--- src/rtl/draw_pkg.sv ---
// Shared types and constants for the rectangle draw controller.
// Optional build macro used by this slice: DRAW_OUTLINE_EN (outline-only plotting).
package draw_pkg;

  localparam int COORD_W   = 9;
  localparam int COLOUR_W  = 9;
  localparam int DEF_MAX_W = 320;
  localparam int DEF_MAX_H = 240;

  typedef enum logic [2:0] {
    S_IDLE,
    S_LOAD,
    S_DRAW,
    S_FLUSH,
    S_DONE
  } state_t;

  // Limit a requested dimension to the largest legal rectangle size.
  function automatic logic [COORD_W-1:0] clamp_dim(input logic [COORD_W-1:0] v,
                                                   input logic [COORD_W-1:0] lim);
    return (v > lim) ? lim : v;
  endfunction

endpackage

--- src/rtl/draw_control_if.sv ---
// Scheduler/datapath-facing bundle of the rectangle draw controller.
// With DRAW_OUTLINE_EN defined an extra 'outline' request bit is present.
interface draw_control_if;
  import draw_pkg::*;

  logic               start;
  logic [COORD_W-1:0] w_in;
  logic [COORD_W-1:0] h_in;
`ifdef DRAW_OUTLINE_EN
  logic               outline;
`endif
  logic               ld_xy;
  logic               ld_colour;
  logic               ld_pos;
  logic [COORD_W-1:0] dx;
  logic [COORD_W-1:0] dy;
  logic               plot;
  logic               busy;
  logic               done;

  // Requester side: issues draws and watches progress.
  modport master (
`ifdef DRAW_OUTLINE_EN
    output outline,
`endif
    output start, w_in, h_in,
    input  ld_xy, ld_colour, ld_pos, dx, dy, plot, busy, done
  );

  // Controller side.
  modport slave (
`ifdef DRAW_OUTLINE_EN
    input  outline,
`endif
    input  start, w_in, h_in,
    output ld_xy, ld_colour, ld_pos, dx, dy, plot, busy, done
  );

endinterface

--- src/rtl/draw_control_raster_counter.sv ---
// Row-major dx/dy scan counter for one rectangle.
// With DRAW_OUTLINE_EN defined it also flags pixels on the rectangle border.
module raster_counter
  import draw_pkg::*;
(
  input  logic               clock,
  input  logic               resetn,
  input  logic               clr_i,
  input  logic               en_i,
  input  logic [COORD_W-1:0] w_i,
  input  logic [COORD_W-1:0] h_i,
  output logic [COORD_W-1:0] dx_o,
  output logic [COORD_W-1:0] dy_o,
`ifdef DRAW_OUTLINE_EN
  output logic               edge_o,
`endif
  output logic               last_o
);

  logic [COORD_W-1:0] dx_q, dx_d;
  logic [COORD_W-1:0] dy_q, dy_d;
  logic [COORD_W-1:0] w_m1, h_m1;

  assign w_m1 = w_i - COORD_W'(1);
  assign h_m1 = h_i - COORD_W'(1);

  // Advance along the row, wrapping to the next row at the right edge.
  always_comb begin
    dx_d = dx_q;
    dy_d = dy_q;
    if (clr_i) begin
      dx_d = '0;
      dy_d = '0;
    end else if (en_i) begin
      if (dx_q == w_m1) begin
        dx_d = '0;
        dy_d = dy_q + COORD_W'(1);
      end else begin
        dx_d = dx_q + COORD_W'(1);
      end
    end
  end

  // Scan position registers.
  always_ff @(posedge clock or negedge resetn) begin
    if (!resetn) begin
      dx_q <= '0;
      dy_q <= '0;
    end else begin
      dx_q <= dx_d;
      dy_q <= dy_d;
    end
  end

  assign dx_o   = dx_q;
  assign dy_o   = dy_q;
  assign last_o = (dx_q == w_m1) && (dy_q == h_m1);
`ifdef DRAW_OUTLINE_EN
  assign edge_o = (dx_q == '0) || (dx_q == w_m1) || (dy_q == '0) || (dy_q == h_m1);
`endif

endmodule

--- src/rtl/draw_control.sv ---
// Rectangle rasterisation sequencer: load origin/colour, scan w*h offsets,
// and emit a plot strobe one cycle behind each datapath position load.
// Build option DRAW_OUTLINE_EN: latched 'outline' suppresses interior plots.
module draw_control
  import draw_pkg::*;
#(
  parameter int MAX_W = DEF_MAX_W,
  parameter int MAX_H = DEF_MAX_H
) (
  input  logic          clock,
  input  logic          resetn,
  draw_control_if.slave bus
);

  state_t             state_q, state_d;
  logic [COORD_W-1:0] w_q, w_d;
  logic [COORD_W-1:0] h_q, h_d;
  logic               plot_q, plot_d;
  logic               ld_xy_c, ld_colour_c, ld_pos_c;
  logic               in_draw;
  logic               last_px;
  logic [COORD_W-1:0] cnt_dx, cnt_dy;
`ifdef DRAW_OUTLINE_EN
  logic               outline_q, outline_d;
  logic               edge_px;
`endif

  assign in_draw = (state_q == S_DRAW);

  raster_counter u_scan (
    .clock  (clock),
    .resetn (resetn),
    .clr_i  (!in_draw),
    .en_i   (in_draw),
    .w_i    (w_q),
    .h_i    (h_q),
    .dx_o   (cnt_dx),
    .dy_o   (cnt_dy),
`ifdef DRAW_OUTLINE_EN
    .edge_o (edge_px),
`endif
    .last_o (last_px)
  );

  // Next-state, size latching and strobe decode.
  always_comb begin
    state_d     = state_q;
    w_d         = w_q;
    h_d         = h_q;
    ld_xy_c     = 1'b0;
    ld_colour_c = 1'b0;
    ld_pos_c    = 1'b0;
`ifdef DRAW_OUTLINE_EN
    outline_d   = outline_q;
`endif
    case (state_q)
      S_IDLE: begin
        if (bus.start) begin
          w_d = clamp_dim(bus.w_in, COORD_W'(MAX_W));
          h_d = clamp_dim(bus.h_in, COORD_W'(MAX_H));
`ifdef DRAW_OUTLINE_EN
          outline_d = bus.outline;
`endif
          state_d = ((w_d == '0) || (h_d == '0)) ? S_DONE : S_LOAD;
        end
      end
      S_LOAD: begin
        ld_xy_c     = 1'b1;
        ld_colour_c = 1'b1;
        state_d     = S_DRAW;
      end
      S_DRAW: begin
        ld_pos_c = 1'b1;
        if (last_px) state_d = S_FLUSH;
      end
      S_FLUSH: state_d = S_DONE;
      S_DONE:  state_d = S_IDLE;
      default: state_d = S_IDLE;
    endcase
  end

  // A scanned pixel is written one cycle later, once the datapath has its position.
  always_comb begin
`ifdef DRAW_OUTLINE_EN
    plot_d = ld_pos_c && (!outline_q || edge_px);
`else
    plot_d = ld_pos_c;
`endif
  end

  // Control state, latched request and plot register.
  always_ff @(posedge clock or negedge resetn) begin
    if (!resetn) begin
      state_q   <= S_IDLE;
      w_q       <= '0;
      h_q       <= '0;
      plot_q    <= 1'b0;
`ifdef DRAW_OUTLINE_EN
      outline_q <= 1'b0;
`endif
    end else begin
      state_q   <= state_d;
      w_q       <= w_d;
      h_q       <= h_d;
      plot_q    <= plot_d;
`ifdef DRAW_OUTLINE_EN
      outline_q <= outline_d;
`endif
    end
  end

  assign bus.ld_xy     = ld_xy_c;
  assign bus.ld_colour = ld_colour_c;
  assign bus.ld_pos    = ld_pos_c;
  assign bus.dx        = in_draw ? cnt_dx : '0;
  assign bus.dy        = in_draw ? cnt_dy : '0;
  assign bus.plot      = plot_q;
  assign bus.busy      = (state_q != S_IDLE);
  assign bus.done      = (state_q == S_DONE);

endmodule

--- src/flat_wrapper.sv ---
// flat-port wrapper written by rule: the top's interface ports become plain ports
module draw_control_flat import draw_pkg::*;
#(
  parameter int MAX_W = DEF_MAX_W,
  parameter int MAX_H = DEF_MAX_H
)
  (clock, resetn, bus_start, bus_w_in, bus_h_in, bus_ld_xy, bus_ld_colour, bus_ld_pos, bus_dx, bus_dy, bus_plot, bus_busy, bus_done);
  draw_control_if bus_i ();
  input  logic clock;
  input  logic resetn;
  input wire logic [$bits(bus_i.start)-1:0] bus_start;
  input wire logic [$bits(bus_i.w_in)-1:0] bus_w_in;
  input wire logic [$bits(bus_i.h_in)-1:0] bus_h_in;
  output wire logic [$bits(bus_i.ld_xy)-1:0] bus_ld_xy;
  output wire logic [$bits(bus_i.ld_colour)-1:0] bus_ld_colour;
  output wire logic [$bits(bus_i.ld_pos)-1:0] bus_ld_pos;
  output wire logic [$bits(bus_i.dx)-1:0] bus_dx;
  output wire logic [$bits(bus_i.dy)-1:0] bus_dy;
  output wire logic [$bits(bus_i.plot)-1:0] bus_plot;
  output wire logic [$bits(bus_i.busy)-1:0] bus_busy;
  output wire logic [$bits(bus_i.done)-1:0] bus_done;
  assign bus_i.start = bus_start;
  assign bus_i.w_in = bus_w_in;
  assign bus_i.h_in = bus_h_in;
  assign bus_ld_xy = bus_i.ld_xy;
  assign bus_ld_colour = bus_i.ld_colour;
  assign bus_ld_pos = bus_i.ld_pos;
  assign bus_dx = bus_i.dx;
  assign bus_dy = bus_i.dy;
  assign bus_plot = bus_i.plot;
  assign bus_busy = bus_i.busy;
  assign bus_done = bus_i.done;
  draw_control #(.MAX_W(MAX_W), .MAX_H(MAX_H)) u_core (.clock(clock), .resetn(resetn), .bus(bus_i));
endmodule
--- config.mk ---
export PLATFORM = sky130hd
export DESIGN_NAME = draw_control_flat
export DESIGN_NICKNAME = d
export VERILOG_FILES = /design/src/rtl/draw_pkg.sv /design/src/rtl/draw_control_if.sv /design/src/rtl/draw_control_raster_counter.sv /design/src/rtl/draw_control.sv /design/src/flat_wrapper.sv
export SDC_FILE = /design/constraint.sdc
export NUM_CORES = 1
export LEC_CHECK = 0
export ABC_AREA = 1
export CORE_ASPECT_RATIO = 1.2
export CORE_MARGIN = 1
export CORE_UTILIZATION = 30
export DETAILED_ROUTE_END_ITERATION = 16
export GPL_TIMING_DRIVEN = 0
export MAX_ROUTING_LAYER = met4
export SLEW_MARGIN = 20
export SYNTH_ARGS = -nofsm -noshare
export SYNTH_HDL_FRONTEND = slang
export SYNTH_SLANG_ARGS = --single-unit
export TNS_END_PERCENT = 100
--- constraint.sdc ---
create_clock -name clock -period 2.2 [get_ports clock]
set_input_delay 0.44 -clock clock [delete_from_list [all_inputs] [get_ports clock]]
set_output_delay 0.44 -clock clock [all_outputs]
set_load 0.01 [all_outputs]
==> impl_metrics.env, run 1 <==
export IMPL_diodes=0
export IMPL_cts_tree="done"
export IMPL_core_mm2=0.00870
export IMPL_synth_seq_area_share_pct=36.7
export IMPL_overflow=0
export IMPL_cts_buffers=5
export IMPL_synth_seq_cells=40
export IMPL_ir_worst_vdd_mv=0.405
export IMPL_path_buf_inv=2
export IMPL_setup_viol=0
export IMPL_fmax_mhz=473
export IMPL_viasPerCell=4.66
export IMPL_synth_top_cells_by_area="dfrtp_1 (37%), nand2_1 (12%), nor2_1 (9.0%)"
export IMPL_die_area_mm2=0.00947
export IMPL_yosysMostFrequentCell="nand2_1"
export IMPL_total_power_mw=3.62
export IMPL_final_cell_count_no_fill=564
export IMPL_multiInputGateArea_mm2=0.00142
export IMPL_post_route_min_period_ps=2110
export IMPL_dp_hpwl_um=5560
export IMPL_final_max_slew_viol_count=0
export IMPL_yosysTopAreaCell="dfrtp_1"
export IMPL_seq_area_mm2=0.00100
export IMPL_synth_ff_type="dfrtp_1"
export IMPL_rsz0062_at_grt="no"
export IMPL_cp_cell_sequence="nor3_4 > buf_6 > clkdlybuf4s50_1"
export IMPL_clkLatencyLatePin_ps=290
export IMPL_crit_family="buffers and inverters"
export IMPL_netlist_area_mm2=0.00272
export IMPL_crit_required_ps=1760
export IMPL_ys_async_sr_fraction_pct=100
export IMPL_cts_path_max_buffers=2
export IMPL_max_slew_margin_pct=68.2
export IMPL_routedWlPerCell_um=12.7
export IMPL_die_y_um=106
export IMPL_fin_nets=471
export IMPL_grt_antenna_before_repair=0
export IMPL_drt_iter0_drc=109
export IMPL_drcViolationCount=0
export IMPL_fin_skew_ps=3.60
export IMPL_yosys_top_cells_count="nand2_1 (89), nor2_1 (65), inv_1 (60)"
export IMPL_hold_slack_ps=31.5
export IMPL_tightest_slew_ps=473
export IMPL_cts_htree_levels=2
export IMPL_syn_inst=390
export IMPL_first_global_vias=2672
export IMPL_cpMaxStageDelayCell="clkdlybuf4s50_1"
export IMPL_placed_area_mm2=0.00333
export IMPL_crit_path_start_kind="flop"
export IMPL_p_leak_nw=1.65
export IMPL_row_count=37
export IMPL_powerDensity_mw_per_mm2=1060
export IMPL_synth_warnings=0
export IMPL_synth_cell_type_count=34
export IMPL_run_status="complete, no violations"
export IMPL_placed_cells=552
export IMPL_antenna_left=0
export IMPL_critPathCaptureType="output port"
export IMPL_cts_root_buf="clkbuf_8"
export IMPL_grt_use_total_pct=17.1
export IMPL_port_buffers=44
export IMPL_io_pins=45
export IMPL_initial_core_util_pct=31.3
export IMPL_die_x_um=89.0
export IMPL_drive_above_1_share_pct=14.8
export IMPL_arrival_ps=1670
export IMPL_cts_hold_buffers_added=0
export IMPL_critPathKind="reg -> out"
export IMPL_clk_pin_slew_ps=80
export IMPL_grt_pass1_wl_um=12100
export IMPL_final_cell_area_mm2=0.00341
export IMPL_cp_max_fo=4
export IMPL_dr_pass1_iters=5
export IMPL_area_growth_pct=25.0
export IMPL_fillers=963
export IMPL_place_congestion=0.893
export IMPL_finalHoldViolations=0
export IMPL_slowest_delay_ps=520
export IMPL_cts_sinks=40
export IMPL_maxCapViolations=0
export IMPL_holdCritPathClass="in -> async"
export IMPL_wl_um=7180
export IMPL_num_vias=2627
export IMPL_synth_edf_count=0
export IMPL_synth_nets=415
export IMPL_grt_start_max_net_pins=29
export IMPL_fin_crit_sh_pct=96.1
export IMPL_synth_top_area_share_pct=36.7
export IMPL_syn_avg_cell_area_um2=6.98
[worst register-to-register path, stage by stage, from the launching register on]
cell	delay, ps
dfrtp_1	420
inv_2	140
ha_1	250
nand2_1	90
nor2_2	140
nand3_1	90
nand3_1	100
nand2_1	70
nor2_2	150
nand2_2	90
nand2_4	110
buf_8	160
nand2_1	70
o21ai_2	50
[final timing paths]
kind                            slack [ps]               endpoint                   from  depth (start not counted)
worst max-delay path                    90             bus_ld_pos      u_core.state_q[0]                          3
worst min-delay path                    30          u_core.w_q[0]                 resetn                          1
worst max register to register         210  u_core.u_scan.dy_o[8]          u_core.w_q[0]                         13
worst min register to register         510  u_core.u_scan.dx_o[0]  u_core.u_scan.dx_o[0]                          1
max in group asynchronous             1690      u_core.state_q[0]                 resetn                          2
min in group clock                     510  u_core.u_scan.dx_o[0]  u_core.u_scan.dx_o[0]                          1
[placed cells by master, fill, tap and decap left out, drive strengths merged]
master         synthesis  layout
nor4                   1       1
o31ai                  1       1
buf                    4      10
nand4                  6       6
o22ai                  6       6
nor2                  74      74
clkinv                 0       1
clkdlybuf4s50          0      25
xnor2                  3       3
a2bb2oi                1       1
nand2                 92      92
nand3                 36      36
xor2                  16      16
o22a                   1       1
o21ai                 18      18
dfrtp                 40      40
a22oi                  1       1
ha                     4       4
dlygate4sd2            0       5
a21oi                  2       2
clkbuf                 2      21
inv                   67      67
o21a                   1       1
nor3                  13      13
bufinv                 0       1
a31oi                  1       1
[repair_timing]
item,CTS,global route
resized for setup,23,28
pin swaps,1,1
setup buffers,2,2
setup endpoints to repair,19,20
[state kept, by name (all words and copies together), names as in the netlist]
signal	flops
u_core.u_scan.dy_o	9
u_core.w_q	9
u_core.bus.plot	1
u_core.u_scan.dx_o	9
u_core.h_q	9
u_core.state_q	3
[stage by stage]
stage	utilization [%]	setup slack (ps)	setup TNS [ps]
floorplan	-	342	0
global placement	38.0	-412	-22140
detailed placement	38.2	-438	-6860
CTS	39.5	28.9	0
global route	39.1	6.17	0
finish	39.1	85.6	0
[area by class of cell]
type,instances,area share (%)
Buffer,6,1.65
Clock buffer,6,2.13
Clock inverter,2,1.03
Inverter,67,7.38
Multi-Input combinational cell,277,41.8
Sequential cell,40,29.4
Tap cell,117,4.30
Timing Repair Buffer,49,12.3
[kinds of logic after synthesis]
kind of cell    share of synthesized area, %
compound gates                          7.58
simple gates                            36.7
buf+inv                                 11.1
xor+xnor                                6.11
flops                                   36.7
fa+ha+maj                               1.84
[report_power, final]
group,total (mW),internal [mW],switching [mW]
logic,1.91,0.749,1.16
registers,1.11,0.911,0.195
clock network,0.604,0.337,0.267
total,3.62,2.00,1.62
[per-layer routing]
metal / up-vias / GRT usage, % / share of wire (%)
met2: 49 / 30.9 / 51
li1: 1334 / - / -
met3: 12 / 3.11 / 3.5
met4: 0 / 4.42 / 1.7
met1: 1232 / 18.9 / 43
met5: - / - / 0
No activity file was read; power rests on OpenSTA's default activity.
==> run 2: changes to the inputs <==
PLACE_DENSITY = 0.5   (was not set)
==> run 2 against run 1 <==
Effect of this change:
- die area is the same
- design area increased by 0.96%
- global-route usage up 0.31 points
- flip-flop and latch count did not move
- largest power group unchanged
- largest cell class unchanged
- wire length down 2.4%
- final cell count down 0.35%
- hold slack better by 19 ps
==> impl_metrics.env, run 2 (same netlist as run 1, synthesis figures left out) <==
export IMPL_cts_tree="done"
export IMPL_cts_sinks=40
export IMPL_die_x_um=89.0
export IMPL_dp_hpwl_um=5600
export IMPL_area_growth_pct=26.2
export IMPL_fmax_mhz=472
export IMPL_cts_buffers=5
export IMPL_cp_max_fo=10
export IMPL_hold_slack_ps=50.5
export IMPL_cts_htree_levels=2
export IMPL_fillers=991
export IMPL_routedWlPerCell_um=12.5
export IMPL_overflow=0
export IMPL_maxCapViolations=0
export IMPL_initial_core_util_pct=31.3
export IMPL_powerDensity_mw_per_mm2=1040
export IMPL_first_global_vias=2666
export IMPL_fin_nets=469
export IMPL_drcViolationCount=0
export IMPL_cts_root_buf="clkbuf_8"
export IMPL_wl_um=7010
export IMPL_drt_iter0_drc=73
export IMPL_clk_pin_slew_ps=80
export IMPL_setup_viol=0
export IMPL_ff2ff_setup_slack_ps=240
export IMPL_grt_use_total_pct=17.4
export IMPL_final_max_slew_viol_count=0
export IMPL_row_count=37
export IMPL_dr_pass1_iters=4
export IMPL_clkLatencyLatePin_ps=290
export IMPL_placed_cells=552
export IMPL_p_leak_nw=1.68
export IMPL_diodes=0
export IMPL_post_route_min_period_ps=2120
export IMPL_grt_antenna_before_repair=0
export IMPL_drive_above_1_share_pct=12.1
export IMPL_crit_path_start_kind="flop"
export IMPL_port_buffers=44
export IMPL_io_pins=45
export IMPL_crit_required_ps=1760
export IMPL_tightest_slew_ps=462
export IMPL_arrival_ps=1680
export IMPL_place_congestion=0.804
export IMPL_core_mm2=0.00870
export IMPL_antenna_left=0
export IMPL_critPathCaptureType="output port"
export IMPL_die_y_um=106
export IMPL_final_cell_count_no_fill=562
export IMPL_layout_commonest_cell="nand2_1"
export IMPL_run_status="complete, no violations"
export IMPL_r2r_cells=14
export IMPL_cts_path_max_buffers=2
export IMPL_holdCritPathClass="in -> async"
export IMPL_total_power_mw=3.57
export IMPL_die_area_mm2=0.00947
export IMPL_fin_crit_sh_pct=96.4
export IMPL_timing_rr_end="u_core.u_scan.dy_o[7]"
export IMPL_grt_start_max_net_pins=27
export IMPL_mostFrequentLayoutCells="nand2_1 (89), nor2_1 (65), inv_1 (59)"
export IMPL_critPathKind="reg -> out"
export IMPL_ir_worst_vdd_mv=0.447
export IMPL_max_slew_margin_pct=69.2
export IMPL_finalHoldViolations=0
export IMPL_num_vias=2568
export IMPL_grt_pass1_wl_um=12400
export IMPL_fin_skew_ps=8.21
export IMPL_r2r_start="u_core.w_q[0]"
export IMPL_viasPerCell=4.57
## run 2: changes by cell type in the layout (fill, tap and decap cells not counted), sizes merged
cell	previous run	this run
clkbuf	21	12
dlygate4sd2	5	13
buf	10	7
clkdlybuf4s15	0	2
clkdlybuf4s50	25	24
dlymetal6s2s	0	1
## run 2: final cells by class
class / count / area [um^2] / area share (%)
Inverter: 67 / 251 / 7.31
Clock buffer: 6 / 72.6 / 2.11
Timing Repair Buffer: 47 / 445 / 13.0
Clock inverter: 2 / 35.0 / 1.02
Multi-Input combinational cell: 277 / 1420 / 41.3
Tap cell: 117 / 146 / 4.26
Sequential cell: 40 / 1000 / 29.2
Buffer: 6 / 62.6 / 1.82
## run 2: report_power, final
group	internal (mW)	switching, mW
Sequential	0.912	0.190
Clock	0.337	0.266
Combinational	0.732	1.14
Total	1.98	1.59
## run 2: layer usage
layer	vias to the layer above	wire [um]	track usage, %
li1	1326	-	-
met3	5	231	2.17
met5	-	0	-
met4	0	55	3.40
met2	49	3580	31.5
met1	1188	3140	20.4
## run 2: worst max-delay path, stage by stage, from the launching register on
cell and delay, ps:
dfrtp_2 450, nor3_4 250, inv_2 100, clkbuf_4 200, nor2_1 120, dlygate4sd2_1 280
## run 2: worst max path at each step
stage	startpoint	end	cells past startpoint
6_report	u_core.state_q[0]	bus_dy[2]	5
5_1_grt	u_core.state_q[0]	bus_dy[8]	5
4_1_cts	u_core.state_q[1]	bus_ld_pos	4
3_5_place_dp	u_core.state_q[1]	bus_dy[6]	6
3_3_place_gp	u_core.state_q[1]	bus_dy[6]	6
2_1_floorplan	u_core.state_q[0]	bus_dx[0]	4
## run 2: timing repair
action                                 in CTS  in global routing
pin swaps                                   1                  1
buffers inserted                            2                  0
endpoints found under the hold margin       0                  0
gates resized for setup                    22                 13
setup endpoints to repair                  19                  4
cloned                                      0                  0
hold buffers                                0                  0
## run 2: stage by stage
step | worst slack, ps | util (%) | cell area (um^2) | setup TNS, ps
6_report | 79.8 | 39.5 | 3440 | 0
3_5_place_dp | -435 | 38.2 | 3330 | -6430
2_1_floorplan | 342 | - | 2720 | 0
3_3_place_gp | -481 | 38.0 | 3310 | -23380
4_1_cts | 20.3 | 39.5 | 3440 | 0
5_1_grt | -1.42 | 39.5 | 3440 | -1.42
